--- config.mk ---
export PLATFORM = sky130hd
export DESIGN_NAME = seven_seg_scan
export DESIGN_NICKNAME = d
export VERILOG_FILES = /design/src/rtl/seven_seg_scan_pkg.sv /design/src/rtl/seven_seg_scan_hex_to_seg.sv /design/src/rtl/seven_seg_scan.sv
export SDC_FILE = /design/constraint.sdc
export NUM_CORES = 1
export LEC_CHECK = 0
export ABC_CLOCK_PERIOD_IN_PS = 3780
export CORE_MARGIN = 2
export CORE_UTILIZATION = 30
export DETAILED_ROUTE_END_ITERATION = 7
export GPL_ROUTABILITY_DRIVEN = 0
export PLACE_DENSITY = 0.47
export RECOVER_POWER = 100
export SYNTH_ARGS = -nofsm -noshare
export SYNTH_HDL_FRONTEND = slang
export SYNTH_SLANG_ARGS = --single-unit
--- constraint.sdc ---
create_clock -name clock -period 3.78 [get_ports clock]
set_clock_uncertainty 0.15 [all_clocks]
set_input_delay 0.567 -clock clock [delete_from_list [all_inputs] [get_ports clock]]
set_output_delay 0.567 -clock clock [all_outputs]
set_load 0.05 [all_outputs]
--- src/rtl/seven_seg_scan_pkg.sv ---
// Shared constants, frame record type and segment table for the seven_seg_scan display driver.
package seven_seg_scan_pkg;

    localparam int NUM_DIGITS = 4;
    localparam logic [6:0] SEG_BLANK = 7'h7F;
    localparam logic [3:0] AN_OFF = 4'b1111;

    // Active-low g..a patterns for hex digits 0..F
    localparam logic [6:0] SEG_TABLE [16] = '{
        7'h40, 7'h79, 7'h24, 7'h30, 7'h19, 7'h12, 7'h02, 7'h78,
        7'h00, 7'h10, 7'h08, 7'h03, 7'h46, 7'h21, 7'h06, 7'h0E
    };

    typedef struct packed {
        logic [15:0] value;
        logic [3:0]  dp;
        logic [3:0]  en;
        logic        blz;
    } frame_t;

    // True when digit idx and every digit to its left hold zero; digit 0 always shows.
    function automatic logic leading_zero(input logic [15:0] v, input logic [1:0] idx);
        logic zero;
        zero = (idx != 2'd0);
        for (int k = 0; k < NUM_DIGITS; k++) begin
            if (k >= int'(idx) && v[k*4 +: 4] != 4'h0) begin
                zero = 1'b0;
            end
        end
        return zero;
    endfunction

endpackage

--- src/rtl/seven_seg_scan_hex_to_seg.sv ---
// Combinational hex nibble to active-low seven-segment pattern (g..a).
module hex_to_seg
    import seven_seg_scan_pkg::*;
(
    input  logic [3:0] hex,
    output logic [6:0] seg
);

    assign seg = SEG_TABLE[hex];

endmodule

--- src/rtl/seven_seg_scan.sv ---
// Four-digit multiplexed seven-segment scanner with frame-synchronous input capture,
// per-digit enables and leading-zero blanking.
module seven_seg_scan
    import seven_seg_scan_pkg::*;
(
    input  logic        clock,
    input  logic        reset,
    input  logic        enable,
    input  logic [15:0] value,
    input  logic [3:0]  dp_in,
    input  logic [3:0]  digit_en,
    input  logic        blank_lz,
    output logic [3:0]  an,
    output logic [6:0]  seg,
    output logic        dp,
    output logic        frame_start
);

    logic [1:0] scan_idx;
    logic [1:0] next_idx;
    logic       wrap;
    frame_t     shadow;
    frame_t     live;
    frame_t     view;
    logic [3:0] nibble;
    logic [6:0] seg_raw;
    logic       blanked;
    logic [3:0] an_next;
    logic [6:0] seg_next;
    logic       dp_next;

    // On the wrap into digit 0 the live inputs are both captured and displayed,
    // so digit 0 never shows a stale frame.
    always_comb begin
        next_idx   = scan_idx + 2'd1;
        wrap       = (scan_idx == 2'd3);
        live.value = value;
        live.dp    = dp_in;
        live.en    = digit_en;
        live.blz   = blank_lz;
        view       = wrap ? live : shadow;
        nibble     = view.value[{next_idx, 2'b00} +: 4];
        blanked    = !view.en[next_idx] || (view.blz && leading_zero(view.value, next_idx));
    end

    hex_to_seg u_hex_to_seg (
        .hex (nibble),
        .seg (seg_raw)
    );

    always_comb begin
        an_next  = AN_OFF;
        seg_next = SEG_BLANK;
        dp_next  = 1'b1;
        if (!blanked) begin
            an_next  = ~(4'b0001 << next_idx);
            seg_next = seg_raw;
            dp_next  = ~view.dp[next_idx];
        end
    end

    always_ff @(posedge clock) begin
        if (reset) begin
            scan_idx <= 2'd3;
            shadow   <= '0;
        end else if (enable) begin
            scan_idx <= next_idx;
            if (wrap) begin
                shadow <= live;
            end
        end
    end

    // frame_start is a pulse, so it drops on idle cycles while the digit drive holds.
    always_ff @(posedge clock) begin
        if (reset) begin
            an          <= AN_OFF;
            seg         <= SEG_BLANK;
            dp          <= 1'b1;
            frame_start <= 1'b0;
        end else begin
            frame_start <= enable && wrap;
            if (enable) begin
                an  <= an_next;
                seg <= seg_next;
                dp  <= dp_next;
            end
        end
    end

endmodule

==> results.json <==
{
  "use_met1_pct": 19.6,
  "tightest_slew_ns": 1.16,
  "rows": 30,
  "clkTransAtPathRegs_ns": 0.08,
  "critPathLaunch": "scan_idx[1]$_SDFFE_PP1P_",
  "rr_worst_depth": 9,
  "synth_cells": 238,
  "n_antenna_cell": 0,
  "grt_pass1_wl_um": 8740,
  "setup_tns_ns": 0,
  "area_delta_synth_final_pct": 25.1,
  "power_density_nw_per_um2": 441,
  "yosysTopAreaCell": "dfxtp_1",
  "io_pins": 41,
  "grt.overflow.total": 0,
  "status": "complete, no violations",
  "holdPathStages": 2,
  "r2r_end": "seg[6]$_SDFFE_PP1P_",
  "tritoncts": "built",
  "core_area_sq_um": 6870,
  "leakagePower_nw": 0.980,
  "netlist_area_sq_um": 2150,
  "cpMaxStageDelayCell": "mux4_2",
  "wl_per_cell_um": 14.1,
  "met2_usage_pct": 23.1,
  "path_buf_inv": 2,
  "grt_pass1_vias": 1793,
  "max-slew-margin-rel_pct": 22.9,
  "slew_violations": 0,
  "setup_violations": 0,
  "met3_usage_pct": 3.08,
  "critPathRequiredTime_ns": 3.81,
  "antenna_left": 0,
  "synthArstFlopShare_pct": 0,
  "worst-path-max-fanout": 7,
  "top_usage_layer": "met2",
  "cp_common_cell": "ha_1",
  "cts_buffers": 5,
  "cts_resized": 0,
  "initial_core_util_pct": 31.4,
  "hold_class": "reg -> reg",
  "portBuffers": 40,
  "period_minus_slack_ns": 3.25,
  "finalHoldViolCount": 0,
  "hold_start": "shadow[6]$_SDFFE_PP0P_",
  "finalCritPeriodShare_pct": 86.1,
  "initialDrtViolationCount": 66,
  "cts_root_buf": "clkbuf_8",
  "n_fill_cell": 735,
  "grtUsageTotal_pct": 14.7,
  "htreeDepth": 2,
  "cp-start-kind": "flip-flop",
  "ys.flop_type": "dfxtp_1",
  "worstReg2RegStart": "scan_idx[1]$_SDFFE_PP1P_",
  "yosysMostFrequentCell": "nand2_1",
  "drv_cap": 0,
  "cts.sinks": 40,
  "end_kind": "flip-flop",
  "nets": 315,
  "drive_above_1_share_pct": 9.42,
  "synth_area_leaders": "dfxtp_1, mux4_2, nand2_1",
  "dr_total_vias": 1768,
  "die_area_sq_um": 7880,
  "ys_ff_latch": 40,
  "rsz0062_at_grt": "false",
  "r2r_slack_ns": 0.53,
  "synth_edf_count": 0,
  "path_cells": "ha_1 > clkbuf_1 > mux4_2 > mux2i_4 > inv_1 > ha_1 > mux2_1 > a221oi_1 > o21ai_1",
  "ys_seq_area_share_pct": 37.2,
  "max_freq_mhz": 307,
  "die_h_um": 88.7,
  "drc": 0,
  "synth_fp_nets": 277,
  "ctsHoldBuffers": 0,
  "grt_max_degree": 30,
  "via_per_inst": 4.75,
  "routed_wl_um": 5240,
  "hpwlAfterDp_um": 3750,
  "cp.arrival_ns": 3.29,
  "ir_drop_mv": 0.132,
  "crit_family": "multiplexers",
  "synth_top_area_share_pct": 37.2,
  "die_x_um": 88.7,
  "synth.distinct_cells": 36,
  "postSynthAreaPerCell_sq_um": 9.05,
  "synth_commonest_cells": "nand2_1, dfxtp_1, a21oi_1",
  "grt_antenna_before_repair": 0,
  "hold_ws_ns": 0.303,
  "path_class": "reg -> reg",
  "cpPeakStageDelay_ns": 0.58,
  "clock_latency_ns": 0.30,
  "drt-pass1-iter-count": 4,
  "yosys_warnings": 0,
  "cts_setup_buffers": 0,
  "clock_path_buffers": 2,
  "hold-path-endpoint": "shadow[6]$_SDFFE_PP0P_"
}
[how the worst max path moves through the flow]
stage	end	slack, ns	cells after the start
5_1_grt	shadow[4]$_SDFFE_PP0P_	0.18	7
3_5_place_dp	seg[6]$_SDFFE_PP1P_	0.44	9
4_1_cts	seg[6]$_SDFFE_PP1P_	0.55	9
6_report	seg[6]$_SDFFE_PP1P_	0.53	9
3_3_place_gp	seg[6]$_SDFFE_PP1P_	0.47	9
2_1_floorplan	seg[6]$_SDFFE_PP1P_	0.85	10
[cell type report]
type / count / area, sq um / share of cell area (%)
Clock buffer: 6 / 72.6 / 2.69
Inverter: 6 / 22.5 / 0.836
Timing Repair Buffer: 48 / 442 / 16.4
Sequential cell: 40 / 801 / 29.7
Multi-Input combinational cell: 175 / 1230 / 45.7
Tap cell: 96 / 120 / 4.46
Clock inverter: 1 / 5.00 / 0.186
[cell usage in the layout, fill, tap and decap left out, drive strengths merged, types with 4 or more instances in the layout]
cell and n:
nand2 56, dfxtp 40, a21oi 35, clkdlybuf4s50 26
dlygate4sd3 14, mux4 12, nor2 12, ha 11
clkbuf 11, mux2i 8, inv 6, o21ai 6
nor3 5, or2 4
[report_power, final]
group / leakage (nW) / total (W) / switching, W / internal [W]
Sequential: 0.328 / 0.000476 / 0.0000188 / 0.000457
Combinational: 0.611 / 0.000436 / 0.000251 / 0.000184
Clock: 0.0410 / 0.000277 / 0.000151 / 0.000126
Total: 0.980 / 0.00119 / 0.000421 / 0.000767
[per-layer routing]
layer	vias up	part of all wire (%)
li1	900	-
met1	833	50
met2	27	46
met3	8	3.0
met4	0	1.9
met5	-	0
[cells by family after synthesis]
group / synth area share, %
AOI/OAI and AO/OA: 14.6
xor gates and xnor gates: 0.407
adders and majority gates: 6.39
buffers and inverters: 5.40
DFF: 37.2
muxes: 18.5
and+or+nand+nor: 17.5
[metrics by stage]
| stage | setup slack (ns) | total power, W | instances | area [sq um] | util [%] |
|---|---|---|---|---|---|
| floorplan | 0.849 | 0.000816 | 238 | 2150 | - |
| global placement | 0.471 | 0.000941 | 365 | 2640 | 38.5 |
| detailed placement | 0.436 | 0.000938 | 365 | 2640 | 38.5 |
| CTS | 0.552 | 0.00121 | 372 | 2720 | 39.6 |
| global route | 0.185 | 0.00127 | 372 | 2700 | 39.2 |
| finish | 0.527 | 0.00119 | 372 | 2700 | 39.2 |
[state kept, by name (all words and copies together) (netlist names)]
signal,cells
shadow,25
frame_start,1
scan_idx,2
seg,7
an,4
dp,1
[tightest hold or removal path, delay by kind of cell (launching register included)]
kind            cells  cell delay [ns]
flops               1             0.31
compound gates      1             0.05
simple gates        1             0.05
No activity file was read; power rests on OpenSTA's default activity.
